`src/rtl/seg7_pkg.sv`:
```
// Shared definitions for the 7-segment scan driver: the hex glyph table,
// the blank pattern and the digit-index width helper.
package seg7_pkg;

   localparam logic [6:0] SEG_BLANK = 7'h00;

   // Glyphs are {g,f,e,d,c,b,a} with logical 1 meaning the segment is lit.
   function automatic logic [6:0] seg7_hex(input logic [3:0] nib);
      logic [6:0] s;
      case (nib)
         4'h0: s = 7'h3F;
         4'h1: s = 7'h06;
         4'h2: s = 7'h5B;
         4'h3: s = 7'h4F;
         4'h4: s = 7'h66;
         4'h5: s = 7'h6D;
         4'h6: s = 7'h7D;
         4'h7: s = 7'h07;
         4'h8: s = 7'h7F;
         4'h9: s = 7'h6F;
         4'hA: s = 7'h77;
         4'hB: s = 7'h7C;
         4'hC: s = 7'h39;
         4'hD: s = 7'h5E;
         4'hE: s = 7'h79;
         default: s = 7'h71;
      endcase
      return s;
   endfunction

   // A one-digit display still gets a 1-bit index so the counter never collapses to zero width.
   function automatic int idx_w(input int n);
      return (n < 2) ? 1 : $clog2(n);
   endfunction

endpackage

```
`src/rtl/display7seg_scan_if.sv`:
```
// Bundle between the register side (value/load) and the display pins of
// the scan driver; the driver takes the slave view.
interface display7seg_scan_if #(
   parameter int N_DIGITS = 4
);
   logic                  load;
   logic [4*N_DIGITS-1:0] value;
   logic [N_DIGITS-1:0]   dp_in;
   logic                  blank_lz;
   logic [6:0]            seg;
   logic                  dp;
   logic [N_DIGITS-1:0]   an;
   logic                  frame_done;

   modport master (
      output load, value, dp_in, blank_lz,
      input  seg, dp, an, frame_done
   );

   modport slave (
      input  load, value, dp_in, blank_lz,
      output seg, dp, an, frame_done
   );
endinterface

```
`src/rtl/seg7_hex_decode.sv`:
```
// Combinational nibble-to-glyph decoder used on the currently scanned digit.
module seg7_hex_decode
   import seg7_pkg::*;
(
   input  logic [3:0] nib,
   output logic [6:0] seg
);

   assign seg = seg7_hex(nib);

endmodule

```
`src/rtl/display7seg_scan.sv`:
```
// Time-multiplexed N-digit 7-segment driver with frame-aligned (tear-free)
// value updates and optional leading-zero blanking.
module display7seg_scan
   import seg7_pkg::*;
#(
   parameter int N_DIGITS       = 4,
   parameter int SCAN_DIV       = 50000,
   parameter int SEG_ACTIVE_LOW = 0,
   parameter int AN_ACTIVE_LOW  = 0
) (
   input logic               clk,
   input logic               rst_n,
   display7seg_scan_if.slave bus
);

   localparam int IDX_W = idx_w(N_DIGITS);
   localparam int PW    = (SCAN_DIV < 2) ? 1 : $clog2(SCAN_DIV);

   localparam logic [PW-1:0]    PRESC_LAST = PW'(SCAN_DIV - 1);
   localparam logic [IDX_W-1:0] IDX_LAST   = IDX_W'(N_DIGITS - 1);

   localparam logic SEG_INV = (SEG_ACTIVE_LOW != 0);
   localparam logic AN_INV  = (AN_ACTIVE_LOW != 0);

   localparam logic [6:0]          SEG_OFF = {7{SEG_INV}};
   localparam logic [N_DIGITS-1:0] AN_OFF  = {N_DIGITS{AN_INV}};

   if (N_DIGITS < 1 || N_DIGITS > 8 || SCAN_DIV < 1) begin : g_bad_params
      $error("display7seg_scan: illegal parameters N_DIGITS=%0d SCAN_DIV=%0d", N_DIGITS, SCAN_DIV);
   end

   logic [PW-1:0]         presc;
   logic [IDX_W-1:0]      idx;
   logic                  tc;
   logic                  wrap;

   logic [4*N_DIGITS-1:0] pendValue;
   logic [N_DIGITS-1:0]   pendDp;
   logic                  pendVld;
   logic [4*N_DIGITS-1:0] actValue;
   logic [N_DIGITS-1:0]   actDp;

   logic [3:0]            curNib;
   logic                  curDp;
   logic                  curLeadZero;
   logic                  leadZero;
   logic [N_DIGITS-1:0]   anNext;
   logic [6:0]            segLogic;
   logic [6:0]            segNext;

   assign tc   = (presc == PRESC_LAST);
   assign wrap = tc && (idx == IDX_LAST);

   // Slot timing: the prescaler sets the dwell per digit, idx walks the digits.
   always_ff @(posedge clk or negedge rst_n) begin
      if (!rst_n) begin
         presc <= '0;
         idx   <= '0;
      end else if (tc) begin
         presc <= '0;
         idx   <= (idx == IDX_LAST) ? '0 : idx + 1'b1;
      end else begin
         presc <= presc + 1'b1;
      end
   end

   // Double-buffered content: loads land in pending, and only the frame wrap
   // copies into active, so a frame never mixes old and new digits. A load on
   // the wrap cycle itself bypasses pending so it is not delayed a whole frame.
   always_ff @(posedge clk or negedge rst_n) begin
      if (!rst_n) begin
         pendValue <= '0;
         pendDp    <= '0;
         pendVld   <= 1'b0;
         actValue  <= '0;
         actDp     <= '0;
      end else begin
         if (bus.load) begin
            pendValue <= bus.value;
            pendDp    <= bus.dp_in;
            pendVld   <= 1'b1;
         end
         if (wrap) begin
            if (bus.load) begin
               actValue <= bus.value;
               actDp    <= bus.dp_in;
            end else if (pendVld) begin
               actValue <= pendValue;
               actDp    <= pendDp;
            end
            pendVld <= 1'b0;
         end
      end
   end

   // Walk from the most significant digit down so leadZero says whether this
   // digit and everything above it is zero when we reach the scanned one.
   always_comb begin
      curNib      = 4'h0;
      curDp       = 1'b0;
      curLeadZero = 1'b0;
      leadZero    = 1'b1;
      anNext      = '0;
      for (int k = N_DIGITS - 1; k >= 0; k--) begin
         leadZero = leadZero && (actValue[4*k +: 4] == 4'h0);
         if (idx == IDX_W'(k)) begin
            curNib      = actValue[4*k +: 4];
            curDp       = actDp[k];
            curLeadZero = leadZero && (k > 0);
            anNext[k]   = 1'b1;
         end
      end
   end

   seg7_hex_decode u_decode (
      .nib (curNib),
      .seg (segLogic)
   );

   assign segNext = (bus.blank_lz && curLeadZero) ? SEG_BLANK : segLogic;

   // Pin registers: polarity is applied only here, and reset parks every pin
   // at its inactive level so the display is dark while held in reset.
   always_ff @(posedge clk or negedge rst_n) begin
      if (!rst_n) begin
         bus.seg        <= SEG_OFF;
         bus.dp         <= SEG_INV;
         bus.an         <= AN_OFF;
         bus.frame_done <= 1'b0;
      end else begin
         bus.seg        <= segNext ^ SEG_OFF;
         bus.dp         <= curDp ^ SEG_INV;
         bus.an         <= anNext ^ AN_OFF;
         bus.frame_done <= wrap;
      end
   end

endmodule

```
`src/flat_wrapper.sv`:
```
// flat-port wrapper written by rule: the top's interface ports become plain ports
module display7seg_scan_flat import seg7_pkg::*;
#(
   parameter int N_DIGITS       = 4,
   parameter int SCAN_DIV       = 50000,
   parameter int SEG_ACTIVE_LOW = 0,
   parameter int AN_ACTIVE_LOW  = 0
)
  (clk, rst_n, bus_load, bus_value, bus_dp_in, bus_blank_lz, bus_seg, bus_dp, bus_an, bus_frame_done);
  display7seg_scan_if #(.N_DIGITS(N_DIGITS)) bus_i ();
  input logic clk;
  input logic rst_n;
  input wire logic [$bits(bus_i.load)-1:0] bus_load;
  input wire logic [$bits(bus_i.value)-1:0] bus_value;
  input wire logic [$bits(bus_i.dp_in)-1:0] bus_dp_in;
  input wire logic [$bits(bus_i.blank_lz)-1:0] bus_blank_lz;
  output wire logic [$bits(bus_i.seg)-1:0] bus_seg;
  output wire logic [$bits(bus_i.dp)-1:0] bus_dp;
  output wire logic [$bits(bus_i.an)-1:0] bus_an;
  output wire logic [$bits(bus_i.frame_done)-1:0] bus_frame_done;
  assign bus_i.load = bus_load;
  assign bus_i.value = bus_value;
  assign bus_i.dp_in = bus_dp_in;
  assign bus_i.blank_lz = bus_blank_lz;
  assign bus_seg = bus_i.seg;
  assign bus_dp = bus_i.dp;
  assign bus_an = bus_i.an;
  assign bus_frame_done = bus_i.frame_done;
  display7seg_scan #(.N_DIGITS(N_DIGITS), .SCAN_DIV(SCAN_DIV), .SEG_ACTIVE_LOW(SEG_ACTIVE_LOW), .AN_ACTIVE_LOW(AN_ACTIVE_LOW)) u_core (.clk(clk), .rst_n(rst_n), .bus(bus_i));
endmodule
```
`config.mk`:
```
export PLATFORM = sky130hd
export DESIGN_NAME = display7seg_scan_flat
export DESIGN_NICKNAME = d
export VERILOG_FILES = /design/src/rtl/seg7_pkg.sv /design/src/rtl/display7seg_scan_if.sv /design/src/rtl/seg7_hex_decode.sv /design/src/rtl/display7seg_scan.sv /design/src/flat_wrapper.sv
export SDC_FILE = /design/constraint.sdc
export NUM_CORES = 1
export LEC_CHECK = 0
export CAP_MARGIN = 5
export CORE_MARGIN = 1.5
export CORE_UTILIZATION = 50
export DETAILED_ROUTE_END_ITERATION = 12
export PLACE_DENSITY = 0.78
export SLEW_MARGIN = 20
export SYNTH_ARGS = -nofsm -noshare
export SYNTH_HDL_FRONTEND = slang
export SYNTH_SLANG_ARGS = --single-unit
export TNS_END_PERCENT = 50
```
`constraint.sdc`:
```
create_clock -name clk -period 6.35 [get_ports clk]
set_clock_uncertainty 0.2 [all_clocks]
set_input_delay 0.9525 -clock clk [delete_from_list [all_inputs] [get_ports clk]]
set_output_delay 0.9525 -clock clk [all_outputs]
set_load 0.02 [all_outputs]
```
### Yosys cells after proc, flatten, opt, wreduce, memory -nomap -nowiden

Memory sizes are Yosys's and may differ from the RTL's.
Index checks and enable logic that the tools add are counted.
W data, S select, Z words.

* bits in registers: 72
* ROM bits: 112
* input port bits: 24
* output and inout port bits: 13
* logic and storage cells: 54
* memories: 1

* $add $sub $neg: 2
* equal/unequal tests: 4
* muxes and demuxes: 25
* reductions and logical operators: 11

Memories
* (no name shown): depth 16, width 7, rd ports 1, clocked after Yosys merged registers in 0, wr ports 0, line seg7_pkg.sv:10 `case (nib)`

Operators with widths (count)
* $mux W16: 3
* $mux W4: 6
* $add A16 B1 Y16 const B: 1
* $eq A16 B16 Y1 const B: 1
* $mux W1: 14
* $logic_not A4 Y1: 3
* $mux W7: 1
* $eq A2 B2 Y1 const B: 2
* $logic_and A1 B1 Y1: 4
* $reduce_bool A2 Y1: 2
* $add A2 B1 Y2 const B: 1
* $eq A2 B1 Y1 const B: 1
* $logic_not A2 Y1: 1
* $mux W2: 1
* $reduce_and A2 Y1: 1

### Longest topological paths before layout

Gate-level depths: netlist (run 1).

* word-level depth: 7
* depth in mapped cells: 11
* depth with buffers taken out: 10

### Cells and area by module

Synthesis (run 1) repeated with hierarchy kept, for this count alone.

* cell total of the unflattened synthesis: 267
* area, all modules: 3310.7 µm²

By module, submodules not included
* display7seg_scan: times used 1, cells each 234, area an instance 3022.9 µm², seq. area each 1801.7 µm²
* seg7_hex_decode: times used 1, cells each 33, area an instance 287.8 µm², seq. area each 0.0 µm²

### Worst setup path before layout (run 1)

Ideal clock, no wire load.

* path type: reg-to-reg
* from: register u_core.idx[0]
* to: register u_core.bus.seg[5]
* setup time: 0.099 ns
* arrival time: 2.183 ns
* data required time: 6.051 ns
* path slack: 3.868 ns
* cell stages (with the launch flop): 12
* clock period less this slack: 2.482 ns
* cell sequence: dfrtp_1 -> inv_1 -> ha_1 -> buf_2 -> nor2b_1 -> a221o_1 -> a22oi_1 -> inv_1 -> ha_1 -> nor2_1 -> a211oi_1 -> a311oi_1

* cells in the longest elaborated chain, start to end: 7
* elaborated cells on any way between the ends: 15
* classes of those cells: eq/ne (3); mux (9); reduce/logical (2); memory (1)

RTL lines
* from (decl): line display7seg_scan.sv:33 `logic [IDX_W-1:0] idx;`
* from (signal assigned): line display7seg_scan.sv:61 `idx <= (idx == IDX_LAST) ? '0 : idx + 1'b1;`
* $eq A2 B2 Y1: line display7seg_scan.sv:106 `if (idx == IDX_W'(k)) begin`
* $mux W4 or $mux W1 (tied branches) (4 in a row): line display7seg_scan.sv:106
* $mem_v2 Z16 W7 or $logic_and A1 B1 Y1 (tied branches)
* $mux W7 (*): line display7seg_scan.sv:120 `assign segNext = (bus.blank_lz && curLeadZero) ? SEG_BLANK : segLogic;`
* net u_core.segNext[5]: line display7seg_scan.sv:49 `logic [6:0] segNext;`
* to (signal assigned): line display7seg_scan.sv:131 `bus.seg <= segNext ^ SEG_OFF;`
* to (decl): line display7seg_scan_if.sv:22 `output seg, dp, an, frame_done`

Mark *: on every way through the listed nets, which the timed path passes. The rest lies on a longest branch.
A chain may end at the register's enable or synchronous reset.

### Worst setup path after layout (run 1)

* from: input bus_load
* to: register u_core.actValue[5]

* cells in the longest elaborated chain, start to end: 2
* elaborated cells on any way between the ends: 3
* classes of those cells: mux (1); reduce/logical (2)

RTL lines
* from (decl): line flat_wrapper.sv:13 `input wire logic [$bits(bus_i.load)-1:0] bus_load;`
* $reduce_bool A2 Y1 (no line)
* $reduce_and A2 Y1 (no line)
* to (signal assigned): line display7seg_scan.sv:85 `actValue <= bus.value;`
* to (signal assigned): line display7seg_scan.sv:88 `actValue <= pendValue;`
* to (decl): line display7seg_scan.sv:40 `logic [4*N_DIGITS-1:0] actValue;`

Several ways; a longest one is shown, not always the timed one.

==> load_flow_metrics.sql, run 1 <==
INSERT INTO impl_metrics (metric_group, metric, value, unit) VALUES
('drt', 'drt_iter0_markers', '116', ''),
('cells_and_area', 'final_cell_count_no_fill', '381', ''),
('pwr', 'leakagePower', '1.70', 'nW'),
('drt', 'wl_per_cell', '15.3', 'um'),
('timing', 'final_hold_viol_count', '0', ''),
('cts', 'hold_buffers', '0', ''),
('worst_setup_path', 'cp_slowest_cell', 'clkdlybuf4s50_1', ''),
('pwr', 'maximum_vdd_drop', '0.143', 'mV'),
('global_route', 'antenna_found_initial', '0', ''),
('drt', 'antenna_left', '0', ''),
('timing', 'max_slew.worst_pin.slew', '0.970', 'ns'),
('drt', 'routed_wire_length', '5.83', 'mm'),
('worst_setup_path', 'crit_fanout', '21', ''),
('worst_setup_path', 'critical_path_arrival', '3.19', 'ns'),
('cells_and_area', 'diodes', '0', ''),
('yosys', 'cells_after_synthesis', '261', ''),
('placed_design', 'io_buffer_count', '36', ''),
('timing', 'setup_total_negative_slack', '0', 'ns'),
('floorplanning', 'die_ht', '84.5', 'um'),
('global_route', 'grt_start_max_net_pins', '73', ''),
('cts', 'cts.repair_timing.setup_buffer_count', '0', ''),
('global_route', 'track_usage', '17.6', '%'),
('yosys', 'netlist_area', '3320', 'um2'),
('placed_design', 'placer_congestion', '0.791', ''),
('worst_setup_path', 'timing_worst_setup_path_type', 'in -> reg', ''),
('cts', 'htree_levels', '3', ''),
('worst_setup_path', 'timing.critical_path.cells', 'clkdlybuf4s50_1 > nor2_1 > nor3b_4 > buf_4 > mux2_4', ''),
('floorplanning', 'die_area', '7140', 'um2'),
('worst_setup_path', 'endpoint_kind', 'register', ''),
('timing', 'final_number_of_setup_violating_endpoints', '0', ''),
('cells_and_area', 'num-nets-final', '337', ''),
('timing', 'period_share', '49.8', '%'),
('worst_setup_path', 'worst_r2r_startpoint', 'u_core.idx[0]', ''),
('yosys', 'total_of_flip_flops_plus_latches_after_synthesis', '72', ''),
('yosys', 'synth.avg_cell_area', '12.7', 'um2'),
('drt', 'remaining_drc_errors', '0', ''),
('global_route', 'grt_first_pass_wirelength', '9.80', 'mm'),
('timing', 'fmaxAchievable', '316', 'MHz'),
('cells_and_area', 'finish.utilization', '60.8', '%'),
('placed_design', 'dp_hpwl', '3.97', 'mm'),
('cts', 'cts.root.buffer_cell', 'clkbuf_8', ''),
('cts', 'clk_latency', '0.35', 'ns'),
('min_path', 'worst_hold_path_type', 'reg -> reg', ''),
('cts', 'tritoncts_buffer_count', '9', ''),
('floorplanning', 'core', '6390', 'um2'),
('yosys', 'yosysWarnings', '0', ''),
('floorplanning', 'initial_core_util', '52.0', '%'),
('timing', 'final_period_minus_worst_setup_slack', '3.16', 'ns'),
('timing', 'finalWorstSetupSlack', '3.19', 'ns'),
('worst_setup_path', 'setup.worst_path.end', 'u_core.actValue[5]', ''),
('drt', 'avgViaCountPerCell', '5.40', ''),
('cells_and_area', 'layout_commonest_cell', 'dfrtp_1', ''),
('cts', 'cts_num_sinks', '72', ''),
('timing', 'maxSlewViolCount', '0', ''),
('placed_design', 'pre_cts_slack', '2.77', 'ns'),
('floorplanning', 'die_width', '84.5', 'um'),
('yosys', 'synthesis.nets', '296', ''),
('cells_and_area', 'final_cell_area', '3880', 'um2'),
('outcome', 'outcome', 'complete, no violations', ''),
('floorplanning', 'num_io_pins', '37', ''),
('cts', 'register_clock_pin_slew_on_the_reported_worst_setup_and_hold_paths', '0.07', 'ns'),
('cells_and_area', 'post_route_cells_drive_above_1_share', '20.4', '%'),
('placed_design', 'place_inst', '368', ''),
('global_route', 'first_global_vias', '2098', ''),
('yosys', 'synth.lib_cells_used.distinct', '39', ''),
('timing', 'grt_setup_unrepaired', 'no', ''),
('floorplanning', 'rows', '29', ''),
('worst_setup_path', 'slowest_delay', '1.11', 'ns'),
('worst_setup_path', 'startpoint_type', 'primary input', ''),
('worst_setup_path', 'rr_endpoint', 'u_core.bus.seg[3]', ''),
('pwr', 'power_density', '207', 'nW/um2');
[cells by family after synthesis]
| group | count (synthesis) | synth area share (%) |
|---|---|---|
| buffers and inverters | 17 | 2.52 |
| muxes | 45 | 17.3 |
| AOI/OAI and AO/OA | 31 | 6.25 |
| adders and majority gates | 11 | 4.14 |
| and+or+nand+nor | 71 | 11.8 |
| xor gates and xnor gates | 14 | 3.69 |
| DFF | 72 | 54.2 |
[metal layers]
layer / vias up / track usage [%] / share of wire [%]
met1: 1009 / 22.4 / 47
met4: 0 / 9.24 / 2.3
met5: - / 0 / 0
met2: 45 / 28.3 / 47
met3: 10 / 3.83 / 4.0
li1: 993 / - / -
[Yosys cell counts]
master     n  area (um2)
a211oi_1   7        52.6
o22ai_1    1        6.26
a21oi_1    7        35.0
a22oi_1    3        22.5
nor4b_2    1        15.0
nor3_1     2        10.0
nand2_1   14        52.6
nand3_1    5        25.0
mux2_4    20         300
xor2_1     7        61.3
nand2b_1   1        6.26
nor3b_4    1        18.8
and3b_1    1        8.76
inv_1      8        30.0
clkbuf_1   3        11.3
buf_6      2        22.5
or2_2      1        6.26
nor4_1     3        18.8
buf_2      4        20.0
nand4_1    2        12.5
a221o_1    1        10.0
nor2b_1    4        25.0
nand3_2    2        20.0
ha_1      11         138
nand3b_1   3        22.5
mux2i_1    5        50.1
nor3b_1    3        22.5
and3_1     1        6.26
dfrtp_1   72        1800
o21a_1     1        7.51
or4_1      1        7.51
xnor2_1    7        61.3
nor4_4     1        21.3
nor2_1    25        93.8
o21ai_0    7        35.0
a211oi_2   1        12.5
a211o_1    2        17.5
mux2_2    20         225
a311oi_1   1        8.76
[worst max-delay path, delay by kind of cell]
family / cells / cell delay, ns
multiplexers: 1 / 0.33
AND/OR/NAND/NOR: 2 / 0.42
buffers and inverters: 2 / 1.47
[how the worst min path moves through the flow]
stage	start	endpoint	slack, ns	depth (start not counted)
2_1_floorplan	u_core.actDp[0]	u_core.bus.dp	0.25	2
3_3_place_gp	u_core.presc[0]	u_core.presc[0]	0.27	1
3_5_place_dp	u_core.presc[0]	u_core.presc[0]	0.28	1
4_1_cts	u_core.presc[0]	u_core.presc[0]	0.29	1
5_1_grt	u_core.pendDp[1]	u_core.pendDp[1]	0.31	1
6_report	u_core.presc[0]	u_core.presc[0]	0.28	1
[state kept, by name, indices dropped and copies added, names as in the netlist]
| name | cells |
|---|---|
| u_core.bus.an | 4 |
| u_core.bus.dp | 1 |
| u_core.pendVld | 1 |
| u_core.idx | 2 |
| u_core.actValue | 16 |
| u_core.presc | 16 |
| u_core.actDp | 4 |
| u_core.pendDp | 4 |
| u_core.bus.seg | 7 |
| u_core.bus.frame_done | 1 |
| u_core.pendValue | 16 |
[report_power, final]
part	switching (mW)	internal (mW)	total (mW)
Combinational	0.0205	0.0245	0.0450
Sequential	0.00292	0.471	0.474
Clock	0.151	0.134	0.285
[cell type report]
class                      count  area, um2  area share, %
inverter                       8       30.0          0.773
clock buffer                  11        131           3.38
timing repair buffer          39        378           9.73
sequential                    72       1800           46.4
multi-input combinational    172       1440           37.0
clock inverter                 2       10.0          0.258
tap                           77       96.3           2.48
(Power assumes the default switching activity.)
==> inputs of run 2 (changes only) <==
PLACE_DENSITY = 0.81   (was 0.78)
clock period = 2.8 ns   (was 6.35 ns; I/O delays follow)
==> load_flow_metrics.sql, run 2 (synthesized netlist as in run 1, its figures left out) <==
INSERT INTO impl_metrics (metric_group, metric, value, unit) VALUES
('drt', 'drt_iter0_markers', '119', ''),
('drt', 'remaining_drc_errors', '0', ''),
('worst_setup_path', 'slowest_delay', '0.41', 'ns'),
('floorplanning', 'initial_core_util', '52.0', '%'),
('global_route', 'globalRouteOverflowTotal', '0', ''),
('timing', 'slew_headroom', '61.3', '%'),
('cells_and_area', 'post_route_cells_drive_above_1_share', '23.4', '%'),
('cells_and_area', 'layout_commonest_cell', 'dfrtp_1', ''),
('drt', 'drt_pass1_iterations', '4', ''),
('worst_setup_path', 'crit_fanout', '11', ''),
('cts', 'register_clock_pin_slew_on_the_reported_worst_setup_and_hold_paths', '0.07', 'ns'),
('cts', 'cts.root.buffer_cell', 'clkbuf_8', ''),
('cts', 'htree_levels', '3', ''),
('global_route', 'grt_start_max_net_pins', '50', ''),
('pwr', 'fin_total_pwr', '1.99', 'mW'),
('pwr', 'maximum_vdd_drop', '0.530', 'mV'),
('drt', 'dr_total_vias', '2106', ''),
('timing', 'final_hold_viol_count', '0', ''),
('placed_design', 'dp_hpwl', '4.21', 'mm'),
('cells_and_area', 'diodes', '0', ''),
('worst_setup_path', 'endpoint_kind', 'register', ''),
('global_route', 'first_global_vias', '2109', ''),
('cts', 'tritoncts_buffer_count', '9', ''),
('pwr', 'leakagePower', '1.75', 'nW'),
('cells_and_area', 'largestRegisters', 'u_core.actValue x16, u_core.pendValue x16, u_core.presc x16', ''),
('global_route', 'antenna_found_initial', '0', ''),
('pwr', 'power_density', '498', 'nW/um2'),
('timing', 'period_share', '91.5', '%'),
('drt', 'avgViaCountPerCell', '5.41', ''),
('cells_and_area', 'num-nets-final', '342', ''),
('floorplanning', 'rows', '29', ''),
('timing', 'setup_total_negative_slack', '0', 'ns'),
('drt', 'met2RoutedLength', '2.80', 'mm'),
('drt', 'routedLengthMet1', '2.72', 'mm'),
('worst_setup_path', 'timing.critical_path.max_delay_family', 'compound AO/OA/AOI/OAI gates', ''),
('timing', 'max_slew.worst_pin.slew', '0.581', 'ns'),
('drt', 'wl_per_cell', '15.4', 'um'),
('global_route', 'track_usage', '18.5', '%'),
('cts', 'clk_latency', '0.35', 'ns'),
('cts', 'clk_buf_depth', '2', ''),
('timing', 'maxSlewViolCount', '0', ''),
('flow_run', 'max_cap_violations', '0', ''),
('worst_setup_path', 'startpoint_type', 'register', ''),
('min_path', 'worst_hold_path_type', 'reg -> reg', ''),
('floorplanning', 'die_ht', '84.5', 'um'),
('drt', 'routed_wire_length', '5.98', 'mm'),
('drt', 'routed-wl-met3', '378', 'um'),
('cts', 'cts_num_sinks', '72', ''),
('floorplanning', 'die_area', '7140', 'um2'),
('timing', 'final_period_minus_worst_setup_slack', '2.56', 'ns'),
('floorplanning', 'die_width', '84.5', 'um'),
('worst_setup_path', 'timing.critical_path.cells', 'inv_1 > ha_1 > nor2b_1 > a221o_1 > a22oi_1 > inv_1 > ha_1 > nor2_1 > a211oi_1 > a311oi_1', ''),
('placed_design', 'io_buffer_count', '36', ''),
('placed_design', 'placer_congestion', '0.787', ''),
('cts', 'clock_tree_from_tritoncts', 'done', ''),
('worst_setup_path', 'timing_worst_setup_path_type', 'reg -> reg', ''),
('drt', 'antenna_left', '0', ''),
('worst_setup_path', 'cp_slowest_cell', 'dfrtp_1', ''),
('floorplanning', 'num_io_pins', '37', ''),
('floorplanning', 'core', '6390', 'um2'),
('cells_and_area', 'layout_common_cells', 'dfrtp_1, clkdlybuf4s50_1, nor2_1', ''),
('worst_setup_path', 'crit_required', '2.85', 'ns'),
('drt', 'dr.max_layer_used', 'met4', ''),
('timing', 'fmaxAchievable', '390', 'MHz'),
('worst_setup_path', 'critical_path_arrival', '2.61', 'ns'),
('timing', 'grt_setup_unrepaired', 'no', ''),
('global_route', 'grt_first_pass_wirelength', '10.3', 'mm'),
('timing', 'final_number_of_setup_violating_endpoints', '0', ''),
('outcome', 'outcome', 'complete, no violations', ''),
('worst_setup_path', 'cp_num_buf_inv', '2', ''),
('cells_and_area', 'area_growth_syn_to_layout', '20.5', '%');
run 2: cell count changes in the layout (fill, tap and decap cells not counted):
cell	change
ha_2	+2
ha_1	-2
clkbuf_1	-1
dlygate4sd3_1	+1
clkinvlp_4	+1
buf_12	+1
bufinv_16	+1
a22oi_2	+1
buf_4	+3
a22oi_1	-1
clkbuf_8	+1
clkinv_4	+1
run 2: worst paths after layout:
path                            slack, ns              endpoint  depth (start not counted)              from
worst max-delay path                 0.24     u_core.bus.seg[5]                         10     u_core.idx[0]
worst min-delay path                 0.29      u_core.presc[13]                          1  u_core.presc[13]
worst max register to register       0.24     u_core.bus.seg[5]                         10     u_core.idx[0]
worst min register to register       0.29      u_core.presc[13]                          1  u_core.presc[13]
max in group asynchronous            1.35   u_core.pendValue[7]                          3             rst_n
min in group asynchronous            0.39  u_core.pendValue[12]                          2             rst_n
run 2: timing repair:
action                                 CTS  global route
buffers inserted                         0             0
endpoints found under the hold margin   23             0
hold buffers                             1             0
resized for setup                        0             3
setup endpoints to repair                0             1
run 2: per-stage QoR:
| step | util [%] | instance area [um2] | worst slack [ns] | std cells | hold WS [ns] |
|---|---|---|---|---|---|
| after floorplan | - | 3320 | 0.318 | 261 | -0.0756 |
| after global placement | 59.3 | 3780 | 0.396 | 372 | 0.240 |
| after detailed placement | 59.3 | 3780 | 0.236 | 372 | 0.256 |
| after CTS | 62.5 | 3990 | 0.223 | 389 | 0.294 |
| after global routing | 62.7 | 4000 | 0.0110 | 389 | 0.312 |
| final | 62.7 | 4000 | 0.238 | 389 | 0.294 |
run 2: layout make-up:
cell class / count / area [um2]
Fill cell: 490 / 2380
Sequential cell: 72 / 1800
Multi-Input combinational cell: 172 / 1450
Timing Repair Buffer: 44 / 430
Clock buffer: 11 / 141
Tap cell: 77 / 96.3
Clock inverter: 5 / 56.3
Inverter: 8 / 30.0
run 2: worst register-to-register path: stages, from the launching register on:
cell	delay, ns
dfrtp_1	0.41
inv_1	0.13
ha_1	0.36
nor2b_1	0.13
a221o_1	0.32
a22oi_1	0.19
inv_1	0.12
ha_1	0.21
nor2_1	0.13
a211oi_1	0.07
a311oi_1	0.20
run 2: where the power goes:
group / internal, mW / leakage (nW) / total, mW / switching, mW
combinational: 0.0599 / 0.747 / 0.106 / 0.0463
sequential: 1.07 / 0.904 / 1.07 / 0.00658
clock: 0.434 / 0.0993 / 0.814 / 0.380
total: 1.56 / 1.75 / 1.99 / 0.433
run 2: metal layers:
metal | GRT usage (%) | vias up
met5 | 0 | -
met1 | 23.7 | 1034
met2 | 29.3 | 59
met4 | 4.84 | 0
li1 | - | 1003
met3 | 7.67 | 10
==> inputs of run 3 (changes only) <==
SYNTH_HIERARCHICAL = 1   (was unset)
==> load_flow_metrics.sql, run 3 <==
INSERT INTO impl_metrics (metric_group, metric, value, unit) VALUES
('pwr', 'power_density', '531', 'nW/um2'),
('floorplanning', 'die_area', '7120', 'um2'),
('drt', 'remaining_drc_errors', '0', ''),
('timing', 'period_share', '94.7', '%'),
('yosys', 'synth.lib_cells_used.distinct', '42', ''),
('cts', 'clk_buf_depth', '2', ''),
('timing', 'whs', '0.261', 'ns'),
('global_route', 'track_usage', '19.2', '%'),
('cts', 'htree_levels', '3', ''),
('pwr', 'share_comb_of_total_power', '4.8', '%'),
('cts', 'register_clock_pin_slew_on_the_reported_worst_setup_and_hold_paths', '0.08', 'ns'),
('timing', 'maxSlewViolCount', '0', ''),
('drt', 'antenna_left', '0', ''),
('min_path', 'worst_hold_path_type', 'reg -> reg', ''),
('drt', 'routed_wire_length', '6.29', 'mm'),
('timing', 'final_hold_viol_count', '0', ''),
('timing', 'final_number_of_setup_violating_endpoints', '0', ''),
('cells_and_area', 'diodes', '0', ''),
('timing', 'final_period_minus_worst_setup_slack', '2.65', 'ns'),
('yosys', 'yosysWarnings', '6', ''),
('yosys', 'synthesis.nets', '303', ''),
('global_route', 'first_global_vias', '2209', ''),
('pwr', 'p_seq_share', '49.2', '%'),
('yosys', 'synth.avg_cell_area', '12.4', 'um2'),
('worst_setup_path', 'endpoint_kind', 'register', ''),
('worst_setup_path', 'timing.critical_path.cells', 'inv_1 > ha_4 > nor2b_1 > a221oi_1 > o31ai_2 > inv_1 > ha_1 > mux4_1 > nor2b_1', ''),
('cells_and_area', 'nFillCells', '473', ''),
('cells_and_area', 'num-nets-final', '357', ''),
('outcome', 'outcome', 'complete, no violations', ''),
('placed_design', 'placer_congestion', '0.877', ''),
('global_route', 'globalRouteOverflowTotal', '0', ''),
('yosys', 'cells_after_synthesis', '267', ''),
('timing', 'setup_total_negative_slack', '0', 'ns'),
('worst_setup_path', 'startpoint_type', 'register', ''),
('worst_setup_path', 'crit_fanout', '11', ''),
('drt', 'wl_per_cell', '15.6', 'um'),
('timing', 'slew_headroom', '50.5', '%'),
('cells_and_area', 'largestRegisters', 'u_core/actValue x16, u_core/pendValue x16, u_core/presc x16', ''),
('cts', 'clk_latency', '0.35', 'ns'),
('yosys', 'yosys-top-cells-area', 'dfrtp_1, mux2_2, mux2_1', ''),
('placed_design', 'pre_cts_slack', '0.00685', 'ns'),
('pwr', 'internal-power', '1.74', 'mW'),
('cells_and_area', 'layout_commonest_cell', 'dfrtp_1', ''),
('drt', 'drt_pass1_iterations', '5', ''),
('drt', 'avgViaCountPerCell', '5.34', ''),
('yosys', 'synth_seq_area_share', '54.4', '%'),
('timing', 'grt_setup_unrepaired', 'no', ''),
('floorplanning', 'die_width', '84.4', 'um'),
('pwr', 'switching_share', '20.2', '%'),
('cts', 'tritoncts_buffer_count', '9', ''),
('cells_and_area', 'area_growth_syn_to_layout', '24.3', '%'),
('cts', 'clock_tree_from_tritoncts', 'done', ''),
('pwr', 'clock_power_share', '46.0', '%'),
('cells_and_area', 'area_taken_by_flip_flops_and_latches', '1800', 'um2'),
('drt', 'drt_iter0_markers', '139', ''),
('pwr', 'leakagePower', '1.81', 'nW'),
('yosys', 'netlist_area', '3310', 'um2'),
('yosys', 'synth_commonest_cells', 'dfrtp_1, mux2_2, mux2_1, nand2_1, nor2_1', ''),
('yosys', 'synth-edff-count', '0', ''),
('timing', 'max_slew.worst_pin.slew', '0.742', 'ns'),
('floorplanning', 'rows', '29', ''),
('cells_and_area', 'multiInputGateArea', '1430', 'um2'),
('worst_setup_path', 'crit_required', '2.83', 'ns'),
('yosys', 'yosys_top_cell_by_area', 'dfrtp_1', ''),
('worst_setup_path', 'cp_slowest_cell', 'mux4_1', ''),
('floorplanning', 'initial_core_util', '51.8', '%'),
('placed_design', 'dp_hpwl', '4.34', 'mm'),
('yosys', 'yosys.area.top_type_share', '54.4', '%'),
('flow_run', 'max_cap_violations', '0', ''),
('global_route', 'grt_start_max_net_pins', '42', ''),
('floorplanning', 'core', '6390', 'um2'),
('worst_setup_path', 'timing_worst_setup_path_type', 'reg -> reg', ''),
('placed_design', 'io_buffer_count', '36', ''),
('cells_and_area', 'post_route_cells_drive_above_1_share', '19.0', '%'),
('worst_setup_path', 'slowest_delay', '0.47', 'ns'),
('yosys', 'total_of_flip_flops_plus_latches_after_synthesis', '72', ''),
('global_route', 'grt_first_pass_wirelength', '10.6', 'mm'),
('cells_and_area', 'finish.utilization', '64.4', '%'),
('cts', 'cts_num_sinks', '72', ''),
('timing', 'finalWorstSetupSlack', '0.147', 'ns'),
('worst_setup_path', 'critical_path_arrival', '2.68', 'ns'),
('yosys', 'ys_async_sr_fraction', '100', '%'),
('floorplanning', 'die_ht', '84.4', 'um'),
('cells_and_area', 'layout_common_cells', 'dfrtp_1, clkdlybuf4s50_1, mux2_2', ''),
('pwr', 'switching_power', '442', 'uW'),
('global_route', 'antenna_found_initial', '0', ''),
('yosys', 'synth_most_common_cell', 'dfrtp_1', ''),
('yosys', 'synth-main-ff-cell', 'dfrtp_1', ''),
('floorplanning', 'num_io_pins', '37', ''),
('timing', 'fmaxAchievable', '377', 'MHz'),
('cts', 'cts.root.buffer_cell', 'clkbuf_8', ''),
('drt', 'dr_total_vias', '2152', ''),
('pwr', 'maximum_vdd_drop', '0.486', 'mV');
## run 3: changes by cell type after synthesis, sizes merged, moves of 4 or more
cell / delta
nor2: -12
nor2b: +8
a211oi: -8
clkbuf: +4
and2: +4
## run 3: worst paths after layout
check / end / slack, ns / start / cells past startpoint
setup / recovery: u_core/bus.seg[3] / 0.15 / u_core/idx[0] / 9
hold / removal: u_core/presc[0] / 0.26 / u_core/presc[0] / 1
setup reg to reg: u_core/bus.seg[3] / 0.15 / u_core/idx[0] / 9
hold reg to reg: u_core/presc[0] / 0.26 / u_core/presc[0] / 1
max in group asynchronous: u_core/presc[1] / 1.28 / rst_n / 3
min in group asynchronous: u_core/bus.seg[2] / 0.46 / rst_n / 2
## run 3: repair_timing
action | 4_1_cts | 5_1_grt
gates resized for setup | 0 | 2
endpoints found under the setup margin | 1 | 6
pin swaps | 1 | 0
buffers inserted | 2 | 0
hold endpoints to repair | 31 | 0
hold buffers | 1 | 0
## run 3: stage by stage
stage / instances / total power [mW] / cell area, um2
final: 403 / 2.19 / 4120
after global routing: 403 / 2.26 / 4120
after CTS: 403 / 2.20 / 4100
after detailed placement: 384 / 1.20 / 3830
after global placement: 384 / 1.20 / 3830
after floorplan: 267 / 1.13 / 3320
## run 3: power groups by stage
stage                     clock network [mW]  registers [mW]  logic, mW
after floorplan                            0            1.09     0.0397
after global placement                     0            1.09      0.104
after detailed placement                   0            1.10      0.106
after CTS                               1.02            1.07      0.108
after global routing                    1.07            1.08      0.117
final                                   1.01            1.07      0.105
## run 3: critical path: cells and delay by family, from the launching register on
kind	cells	cell delay (ns)
simple gates	2	0.25
buf+inv	2	0.27
mux	1	0.47
compound gates	2	0.40
fa+ha+maj	2	0.53
flops	1	0.40
## run 3: layout make-up
type | count | share of cell area (%)
flip-flops and latches | 72 | 43.8
clock inverters | 5 | 2.52
clock buffers | 11 | 3.44
inverters | 11 | 1.00
multi-input cells | 173 | 34.6
well taps | 77 | 2.34
repair buffers | 54 | 12.3
## run 3: kinds of logic after synthesis
group	share of synthesized area (%)
buffers and inverters	3.21
muxes	16.3
xor gates and xnor gates	2.91
DFF	54.4
AOI/OAI and AO/OA	5.37
and+or+nand+nor	13.2
adders and majority gates	4.54
## run 3: routing by layer
metal	wire length [um]	GRT usage, %	up-vias
met3	233	5.11	12
met1	2850	24.1	1058
met2	3060	31.1	47
li1	-	-	1035
met5	0	0	-
met4	151	9.68	0
